--- src/rtl/spi_boot_pkg.sv ---
// Shared constants and types for the factory-boot SPI command decoder.
// Opcodes, frame lengths, FSM encoding and status-byte bit positions.
package spi_boot_pkg;

    localparam logic [7:0] CMD_BYPASS   = 8'h9A;
    localparam logic [7:0] CMD_RECONFIG = 8'hA5;
    localparam logic [7:0] CMD_STATUS   = 8'h5A;

    localparam logic [2:0] LEN_BYPASS   = 3'd1;
    localparam logic [2:0] LEN_RECONFIG = 3'd5;
    localparam logic [2:0] LEN_STATUS   = 3'd1;
    localparam logic [2:0] NUM_BYTES    = 3'd5;

    localparam int STAT_BYPASS    = 7;
    localparam int STAT_REQ_VALID = 6;
    localparam int STAT_ERR_CHK   = 5;
    localparam int STAT_ERR_BUSY  = 4;
    localparam int STAT_ERR_LEN   = 3;

    typedef enum logic [1:0] {
        ST_IDLE   = 2'd0,
        ST_ACTIVE = 2'd1,
        ST_DECODE = 2'd2
    } state_e;

    function automatic logic [7:0] reconfig_chk(input logic [7:0] cmd, input logic [7:0] a2,
                                                input logic [7:0] a1, input logic [7:0] a0);
        return ~(cmd ^ a2 ^ a1 ^ a0);
    endfunction

endpackage

--- src/rtl/spi_slave_sync.sv ---
// Brings the host SPI pins into the system clock domain and turns them into
// single-cycle strobes: sample (sclk rise), shift (sclk fall), cs fall, cs rise.
module spi_slave_sync #(
    parameter int SYNC_STAGES = 2
) (
    input  logic clock,
    input  logic reset,
    input  logic sclk_i,
    input  logic mosi_i,
    input  logic cs_n_i,
    output logic sample_o,
    output logic shift_o,
    output logic cs_fall_o,
    output logic cs_rise_o,
    output logic mosi_o
);

    logic [SYNC_STAGES-1:0] sclk_q;
    logic [SYNC_STAGES-1:0] mosi_q;
    logic [SYNC_STAGES-1:0] cs_n_q;
    logic                   sclk_prev_q;
    logic                   cs_n_prev_q;

    // cs_n resets as "selected" so a host still mid-frame when reset drops does
    // not produce a fake falling edge; only a genuine new cs fall starts a frame.
    always_ff @(posedge clock) begin
        if (reset) begin
            sclk_q      <= '0;
            mosi_q      <= '0;
            cs_n_q      <= '0;
            sclk_prev_q <= 1'b0;
            cs_n_prev_q <= 1'b0;
        end else begin
            sclk_q      <= {sclk_q[SYNC_STAGES-2:0], sclk_i};
            mosi_q      <= {mosi_q[SYNC_STAGES-2:0], mosi_i};
            cs_n_q      <= {cs_n_q[SYNC_STAGES-2:0], cs_n_i};
            sclk_prev_q <= sclk_q[SYNC_STAGES-1];
            cs_n_prev_q <= cs_n_q[SYNC_STAGES-1];
        end
    end

    assign sample_o  =  sclk_q[SYNC_STAGES-1] & ~sclk_prev_q;
    assign shift_o   = ~sclk_q[SYNC_STAGES-1] &  sclk_prev_q;
    assign cs_fall_o = ~cs_n_q[SYNC_STAGES-1] &  cs_n_prev_q;
    assign cs_rise_o =  cs_n_q[SYNC_STAGES-1] & ~cs_n_prev_q;
    // mosi has the same depth as sclk, so it is aligned with the sample strobe.
    assign mosi_o    =  mosi_q[SYNC_STAGES-1];

endmodule

--- src/rtl/spi_boot_command.sv ---
// SPI slave command decoder for the factory boot image: collects a frame,
// decodes bypass / reconfigure / status-clear, and shifts a status byte out.
module spi_boot_command #(
    parameter int          SYNC_STAGES = 2,
    parameter logic [23:0] ADDR_MAX    = 24'hFFFFFF
) (
    input  logic        clock,
    input  logic        reset,
    input  logic        spi_sclk,
    input  logic        spi_mosi,
    input  logic        spi_cs_n,
    output logic        spi_miso,
    output logic        spi_miso_oe,
    input  logic [4:0]  rsu_trigger,
    output logic        bypass,
    output logic        req_valid,
    input  logic        req_ready,
    output logic [23:0] req_addr
);

    import spi_boot_pkg::*;

    logic sample, shift, cs_fall, cs_rise, mosi_s;

    spi_slave_sync #(
        .SYNC_STAGES (SYNC_STAGES)
    ) u_sync (
        .clock     (clock),
        .reset     (reset),
        .sclk_i    (spi_sclk),
        .mosi_i    (spi_mosi),
        .cs_n_i    (spi_cs_n),
        .sample_o  (sample),
        .shift_o   (shift),
        .cs_fall_o (cs_fall),
        .cs_rise_o (cs_rise),
        .mosi_o    (mosi_s)
    );

    state_e      state_q, state_d;
    logic [2:0]  bit_cnt_q, bit_cnt_d;
    logic [2:0]  byte_cnt_q, byte_cnt_d;
    logic [7:0]  rx_q, rx_d;
    logic [7:0]  frame_q [NUM_BYTES];
    logic [7:0]  frame_d [NUM_BYTES];
    logic [7:0]  tx_q, tx_d;
    logic        oe_q, oe_d;
    logic        bypass_q, bypass_d;
    logic        req_valid_q, req_valid_d;
    logic [23:0] req_addr_q, req_addr_d;
    logic        err_chk_q, err_chk_d;
    logic        err_busy_q, err_busy_d;
    logic        err_len_q, err_len_d;

    logic [7:0]  status;
    logic [23:0] frame_addr;
    logic        addr_ok;
    logic        chk_ok;
    logic        trig_unused;

    // rsu_trigger[4] and [2] are not part of the status byte.
    assign trig_unused = rsu_trigger[4] ^ rsu_trigger[2];

    always_comb begin
        status                 = '0;
        status[STAT_BYPASS]    = bypass_q;
        status[STAT_REQ_VALID] = req_valid_q;
        status[STAT_ERR_CHK]   = err_chk_q;
        status[STAT_ERR_BUSY]  = err_busy_q;
        status[STAT_ERR_LEN]   = err_len_q;
        status[2:0]            = {rsu_trigger[3], rsu_trigger[1], rsu_trigger[0]};
    end

    assign frame_addr = {frame_q[1], frame_q[2], frame_q[3]};
    assign addr_ok    = ({1'b0, frame_addr} <= {1'b0, ADDR_MAX});
    assign chk_ok     = (frame_q[4] == reconfig_chk(frame_q[0], frame_q[1], frame_q[2], frame_q[3]));

    always_ff @(posedge clock) begin
        if (reset) begin
            state_q     <= ST_IDLE;
            bit_cnt_q   <= '0;
            byte_cnt_q  <= '0;
            rx_q        <= '0;
            frame_q     <= '{default: 8'h00};
            tx_q        <= '0;
            oe_q        <= 1'b0;
            bypass_q    <= 1'b0;
            req_valid_q <= 1'b0;
            req_addr_q  <= '0;
            err_chk_q   <= 1'b0;
            err_busy_q  <= 1'b0;
            err_len_q   <= 1'b0;
        end else begin
            state_q     <= state_d;
            bit_cnt_q   <= bit_cnt_d;
            byte_cnt_q  <= byte_cnt_d;
            rx_q        <= rx_d;
            frame_q     <= frame_d;
            tx_q        <= tx_d;
            oe_q        <= oe_d;
            bypass_q    <= bypass_d;
            req_valid_q <= req_valid_d;
            req_addr_q  <= req_addr_d;
            err_chk_q   <= err_chk_d;
            err_busy_q  <= err_busy_d;
            err_len_q   <= err_len_d;
        end
    end

    always_comb begin
        state_d     = state_q;
        bit_cnt_d   = bit_cnt_q;
        byte_cnt_d  = byte_cnt_q;
        rx_d        = rx_q;
        frame_d     = frame_q;
        tx_d        = tx_q;
        oe_d        = oe_q;
        bypass_d    = bypass_q;
        req_valid_d = req_valid_q;
        req_addr_d  = req_addr_q;
        err_chk_d   = err_chk_q;
        err_busy_d  = err_busy_q;
        err_len_d   = err_len_q;

        if (req_valid_q && req_ready) begin
            req_valid_d = 1'b0;
        end

        case (state_q)
            ST_IDLE: begin
                // In bypass the host is talking to the flash; stay silent.
                if (cs_fall && !bypass_q) begin
                    state_d    = ST_ACTIVE;
                    bit_cnt_d  = '0;
                    byte_cnt_d = '0;
                    tx_d       = status;
                    oe_d       = 1'b1;
                end
            end
            ST_ACTIVE: begin
                if (cs_rise) begin
                    oe_d    = 1'b0;
                    tx_d    = '0;
                    state_d = ST_DECODE;
                end else begin
                    if (sample) begin
                        rx_d      = {rx_q[6:0], mosi_s};
                        bit_cnt_d = bit_cnt_q + 3'd1;
                        if (bit_cnt_q == 3'd7) begin
                            if (byte_cnt_q < NUM_BYTES) begin
                                frame_d[byte_cnt_q] = rx_d;
                            end
                            if (byte_cnt_q != 3'd7) begin
                                byte_cnt_d = byte_cnt_q + 3'd1;
                            end
                        end
                    end
                    // Zero fill means MISO reads 0 once the status byte is out.
                    if (shift) begin
                        tx_d = {tx_q[6:0], 1'b0};
                    end
                end
            end
            ST_DECODE: begin
                state_d = ST_IDLE;
                if (bit_cnt_q != 3'd0) begin
                    err_len_d = 1'b1;
                end else if (byte_cnt_q != 3'd0) begin
                    case (frame_q[0])
                        CMD_BYPASS: begin
                            if (byte_cnt_q == LEN_BYPASS) bypass_d  = 1'b1;
                            else                          err_len_d = 1'b1;
                        end
                        CMD_RECONFIG: begin
                            if (byte_cnt_q != LEN_RECONFIG) begin
                                err_len_d = 1'b1;
                            end else if (!chk_ok || !addr_ok) begin
                                err_chk_d = 1'b1;
                            end else if (req_valid_q && !req_ready) begin
                                err_busy_d = 1'b1;
                            end else begin
                                req_valid_d = 1'b1;
                                req_addr_d  = frame_addr;
                            end
                        end
                        CMD_STATUS: begin
                            if (byte_cnt_q == LEN_STATUS) begin
                                err_chk_d  = 1'b0;
                                err_busy_d = 1'b0;
                                err_len_d  = 1'b0;
                            end else begin
                                err_len_d = 1'b1;
                            end
                        end
                        default: err_len_d = 1'b1;
                    endcase
                end
            end
            default: state_d = ST_IDLE;
        endcase
    end

    assign spi_miso    = tx_q[7];
    assign spi_miso_oe = oe_q;
    assign bypass      = bypass_q;
    assign req_valid   = req_valid_q;
    assign req_addr    = req_addr_q;

endmodule
--- config.mk ---
export PLATFORM = sky130hd
export DESIGN_NAME = spi_boot_command
export DESIGN_NICKNAME = d
export VERILOG_FILES = /design/src/rtl/spi_boot_pkg.sv /design/src/rtl/spi_slave_sync.sv /design/src/rtl/spi_boot_command.sv
export SDC_FILE = /design/constraint.sdc
export NUM_CORES = 1
export LEC_CHECK = 0
export CAP_MARGIN = 5
export CORE_MARGIN = 2
export CORE_UTILIZATION = 58
export DETAILED_ROUTE_END_ITERATION = 16
export GPL_TIMING_DRIVEN = 0
export PLACE_DENSITY = 0.8
export SLEW_MARGIN = 20
export SYNTH_ARGS = -nofsm -noshare
export SYNTH_HDL_FRONTEND = slang
export SYNTH_SLANG_ARGS = --single-unit
--- constraint.sdc ---
create_clock -name clock -period 3.5 [get_ports clock]
set_input_delay 0.7 -clock clock [delete_from_list [all_inputs] [get_ports clock]]
set_output_delay 0.7 -clock clock [all_outputs]
set_load 0.01 [all_outputs]
# Word-level counts from Yosys, hierarchy flattened
# Cells that the tools add are included.
[word_totals]
regBits = 101
in_bits = 11
[op_classes]
n_addsub = 2
n_eq_ne = 24
reduce_logical = 24
n_lt_le_gt_ge = 3
mux = 44
n_bitwise = 17
[op_table]
columns = ["op", "n"]
rows = [
  ["bitwise mux 40 bit", 1],
  ["two-way mux 8 bit", 4],
  ["demux 8 bit (select 3 bit)", 1],
  ["bitwise XOR 8 bit", 3],
  ["inequality test 2 bit (second input constant)", 11],
  ["two-way mux 1 bit", 21],
  ["two-way mux 3 bit", 7],
  ["== test 8 bit (second input constant)", 2],
  ["case mux 8 bit (2 select lines)", 1],
  ["inequality test 3 bit (second input constant)", 5],
  ["AND reduction 7 bit", 2],
  ["case mux 3 bit (2 select lines)", 2],
  ["AND reduction 5 bit", 2],
  ["AND reduction 3 bit", 3],
  ["== test 8 x 7 -> 1 bit (second input constant)", 1],
  ["== test 8 bit", 1],
  ["NOT 1 bit", 8],
  ["NOT 8 bit", 1],
  ["AND reduction 4 bit", 2],
  ["AND reduction 8 bit", 1],
  ["adder 3 x 1 -> 3 bit (second input constant)", 2],
  ["case mux 1 bit (2 select lines)", 3],
  ["AND reduction 6 bit", 1],
  ["nonzero test 2 bit", 3],
  ["17 further kinds", 26],
]

# Depth between registers and ports, before layout
[logic_depth]
word_depth = 11
depth_mapped = 11
mapped_depth_nobuf = 7

# By module
# A second synthesis with hierarchy kept.
[hier_totals]
hier_cells = 474
hier_area_um2 = 4560.6
[by_module_without_submodules]
columns = ["mod", "cells_each", "seq_area_each_um2", "area_per_inst_um2", "n_inst"]
rows = [
  ["spi_boot_command", 454, 1861.8, 4325.4, 1],
  ["spi_slave_sync", 20, 160.2, 235.2, 1],
]

# Worst setup path before layout
# No wires, ideal clock.
[synth_timing]
path_kind = "register to register"
from = "reg byte_cnt_q[0]"
to = "reg req_addr_q[21] (netlist: req_addr[21])"
setup_ps = 132
synth_period_minus_slack_ps = 2695
path_stages_with_launch = 12
slack_ps = 805
n_path_buf = 4
arrival_time_ps = 2563
cell_sequence = "dfxtp_1 -> clkbuf_1 -> inv_1 -> ha_1 -> nor2b_1 -> or3_1 -> clkbuf_1 -> or3_1 -> buf_2 -> buf_6 -> o31ai_2 -> a21oi_1"
[synth_via]
elab_chain_cells = 3
[synth_lines]
columns = ["item", "line", "source"]
rows = [
  ["start, declared", "spi_boot_command.sv:42", "logic [2:0] byte_cnt_q, byte_cnt_d;"],
  ["start signal, assigned", "spi_boot_command.sv:96", "byte_cnt_q <= byte_cnt_d;"],
  ["inequality test 3 bit", "spi_boot_command.sv:175", "if (byte_cnt_q != LEN_RECONFIG) begin"],
  ["NOT 1 bit (no line)", "n/a", ""],
  ["AND reduction 7 bit (no line) *", "n/a", ""],
  ["end signal, assigned", "spi_boot_command.sv:103", "req_addr_q <= req_addr_d;"],
  ["end, declared", "spi_boot_command.sv:50", "logic [23:0] req_addr_q, req_addr_d;"],
]
# Every way passes the cells marked *; elsewhere a longest branch is shown, timed or not.
# A chain may end at the register's enable or synchronous reset.

# Worst setup path in the final report
[layout_timing]
from = "reg byte_cnt_q[0]"
to = "reg req_addr_q[2] (netlist: req_addr[2])"
# The elaborated chain is that of the path after synthesis.

==> summary.log <==
qor: status.outcome complete, no violations
qor: clocking.htreeDepth 3
qor: die.floorplan.die.height 93.4 um
qor: clocking.tritoncts.num_buffers 9
qor: timing.clk_skew 0.0121 ns
qor: global_routing.antenna_found_initial 0
qor: power.total_power 2.07 mW
qor: worst_setup_path.crit_required 3.74 ns
qor: cells_and_area.final_core_utilization 0.692
qor: global_routing.grtUsageTotal 0.256
qor: placed_design.hpwl_dp 7750 um
qor: detailed_routing.number_of_iterations_in_the_first_detailed_routing_pass 4
qor: placed_design.globalplace.congestion 0.848
qor: timing.worst_slew_margin_rel 0.418
qor: cells_and_area.finish.net_count 531
qor: global_routing.wire_length_of_the_first_global_routing_pass 17300 um
qor: worst_setup_path.worst_setup_path_end_kind flop
qor: power.max-vdd-ir-drop 0.270 mV
qor: timing.grt_setup_unrepaired false
qor: logic_synthesis.synth.cell_area 4630 sq um
qor: timing.final_min_period_over_clock_period 0.870
qor: logic_synthesis.ys.flop_type dfxtp_1
qor: hold_path.worstHoldPathType flop to flop
qor: run.maxCapViolCount 0
qor: clocking.ctsRootBufferMaster clkbuf_8
qor: logic_synthesis.synth_edf_count 0
qor: worst_setup_path.critical_path_peak_fanout 10
qor: power.total_leakage_power 1.78 nW
qor: logic_synthesis.seq_total_area_yosys 0.436
qor: worst_setup_path.critPathKind flop to flop
qor: timing.max_slew.worst_pin.slew 0.866 ns
qor: die.top_level_ports 39
qor: logic_synthesis.synthArstFlopShare 0
qor: clocking.clock_slew_at_reported_path_ffs 0.11 ns
qor: clocking.clk_path_buf_depth 2
qor: placed_design.io_buffer_count 36
qor: logic_synthesis.synth-simple-area-share 0.204
qor: timing.hold_ws 0.449 ns
qor: power.power_density 387 nW/um^2
qor: detailed_routing.drc 0
qor: clocking.cts_tree yes
qor: cells_and_area.post-route-cell-area 5350 sq um
qor: detailed_routing.avgViaCountPerCell 5.85
qor: logic_synthesis.syn_nets 484
qor: die.placeableCoreArea 7730 sq um
qor: global_routing.grt_pass1_vias 3531
qor: logic_synthesis.main_combinational_cell_family_by_area_after_synthesis simple AND/OR/NAND/NOR gates
qor: logic_synthesis.synth_mux_area_frac 0.0956
qor: detailed_routing.dr.first_iter.drc_count 161
qor: clocking.hold_buffers 0
qor: die.rows 32
qor: clocking.cts_num_sinks 101
qor: logic_synthesis.yosys_warnings 0
qor: logic_synthesis.yosys_register_bits 101
qor: placed_design.placed_area 5120 sq um
qor: timing.finalHoldViolations 0
qor: timing.final.min_clock_period 3.04 ns
qor: die.floorplan.die.width 93.4 um
qor: logic_synthesis.yosys_cell_types 45
qor: cells_and_area.antenna_cells 0
qor: die.start_util 0.600
qor: logic_synthesis.post_synth_fa_ha_maj_area_fraction 0.0189
qor: timing.max_transition_viols_final 0
qor: cells_and_area.drive_gt1_frac 0.104
qor: timing.setup_violations 0
qor: detailed_routing.total_routed_wirelength 10400 um
qor: detailed_routing.wl_per_cell 16.8 um
qor: clocking.cts_setup_buffers 0
qor: timing.fmaxAchievable 329 MHz
qor: detailed_routing.vias 3624
qor: worst_setup_path.critPathArrivalTime 3.28 ns
qor: die.design.die.area 8720 sq um
qor: cells_and_area.synthToLayoutAreaGrowth 15.4%
qor: logic_synthesis.synth-xor-area-share 0.0691
qor: global_routing.gr-total-overflow 0
qor: logic_synthesis.synthesis.area_per_instance 9.95 sq um
qor: worst_setup_path.critical_path.startpoint_type flop
qor: logic_synthesis.synth_compound_area_frac 0.140
qor: detailed_routing.ant_nets 0
qor: global_routing.maximum_number_of_pins_on_one_net_before_global_route_repair 19
qor: timing.timing.setup.tns 0 ns
qor: clocking.worstSkewPairLatency 0.37 ns
qor: clocking.cts_repair_resizes 0
qor: logic_synthesis.synthCells 466
-- stage by stage --
stage | worst slack [ns] | instances
2_1_floorplan | 0.805 | 466
3_3_place_gp | 0.587 | 604
3_5_place_dp | 0.485 | 604
4_1_cts | 0.470 | 620
5_1_grt | 0.228 | 620
6_report | 0.456 | 620
-- layout by cell type (no fill, tap or decap), drive strengths merged, types with 2 or more instances in the layout --
cell           synthesis  final
xnor3                  8      8
buf                    7      7
a21oi                 39     39
a22oi                  7      7
xnor2                  8      8
o21a                   2      2
mux2i                 42     42
nor3                   6      6
xor2                   8      8
nor2b                 12     12
ha                     7      7
clkbuf                27     36
nand3                 13     13
nand2                 11     11
inv                    5      8
dfxtp                101    101
nand4                 27     27
nand2b                16     16
and4                   2      2
clkinv                 0      2
bufinv                 0      2
clkdlybuf4s50          0     36
or4                    3      3
o31ai                 24     24
o21ai                  2      2
nor3b                  2      2
or3                    3      3
nor2                  58     58
mux2                   2      2
a211oi                 8      8
nor4                   5      5
-- registers in the layout, summed over array words and instances, names as in the netlist, 3 cells and up --
name,count
rx_q,7
byte_cnt_q,3
bit_cnt_q,3
frame_q,16
frame_addr,24
req_addr,24
tx_q,8
-- area by class of cell --
class	instances	area, sq um
Multi-Input combinational cell	326	2440
Inverter	5	18.8
Fill cell	590	2380
Timing Repair Buffer	36	360
Tap cell	102	128
Sequential cell	101	2020
Clock buffer	9	124
Clock inverter	7	104
Buffer	34	151
-- kinds of logic after synthesis --
logic type | Yosys count
DFF | 101
xor gates and xnor gates | 24
and+or+nand+nor | 165
muxes | 44
adders and majority gates | 7
buffers and inverters | 39
AOI/OAI and AO/OA | 86
-- synthesized netlist by cell type, types with 8 or more instances --
library cell,count,share of area
mux2i_1,42,0.091
nand2b_1,16,0.022
xnor3_1,8,0.039
dfxtp_1,101,0.44
clkbuf_1,27,0.022
nand3_1,13,0.014
xor2_1,8,0.015
a21oi_1,39,0.042
nor2b_1,12,0.016
o31ai_2,20,0.054
nand2_1,11,0.0089
a211oi_1,8,0.013
nor2_1,58,0.047
xnor2_1,8,0.015
nand4_1,26,0.035
-- layer usage --
layer | vias up | part of all wire | track usage
li1 | 1774 | - | -
met1 | 1750 | 0.43 | 0.315
met2 | 81 | 0.49 | 0.454
met3 | 19 | 0.051 | 0.0467
met4 | 0 | 0.028 | 0.0784
met5 | - | 0 | 0
-- worst max-delay path, cell delays in order (launching register included) --
cell and delay (ns):
dfxtp_1 0.38, clkbuf_1 0.40, inv_1 0.18, ha_1 0.26
nor2b_1 0.14, or3_1 0.37, clkbuf_1 0.18, or3_1 0.37
buf_2 0.18, buf_6 0.16, o31ai_2 0.20, a21oi_1 0.10
-- final timing paths --
check | from | to | slack, ns | cells past startpoint
hold / removal | u_sync.mosi_q[0] | u_sync.mosi_q[1] | 0.45 | 1
setup / recovery | byte_cnt_q[0] | req_addr[2] | 0.46 | 11
setup reg to reg | byte_cnt_q[0] | req_addr[2] | 0.46 | 11
hold reg to reg | u_sync.mosi_q[0] | u_sync.mosi_q[1] | 0.45 | 1
-- report_power, final --
group | internal (mW) | total [mW] | switching [mW]
Clock | 0.413 | 0.838 | 0.425
Combinational | 0.0257 | 0.0678 | 0.0421
Sequential | 1.16 | 1.17 | 0.00670
Total | 1.60 | 2.07 | 0.474
(Power assumes the default switching activity.)
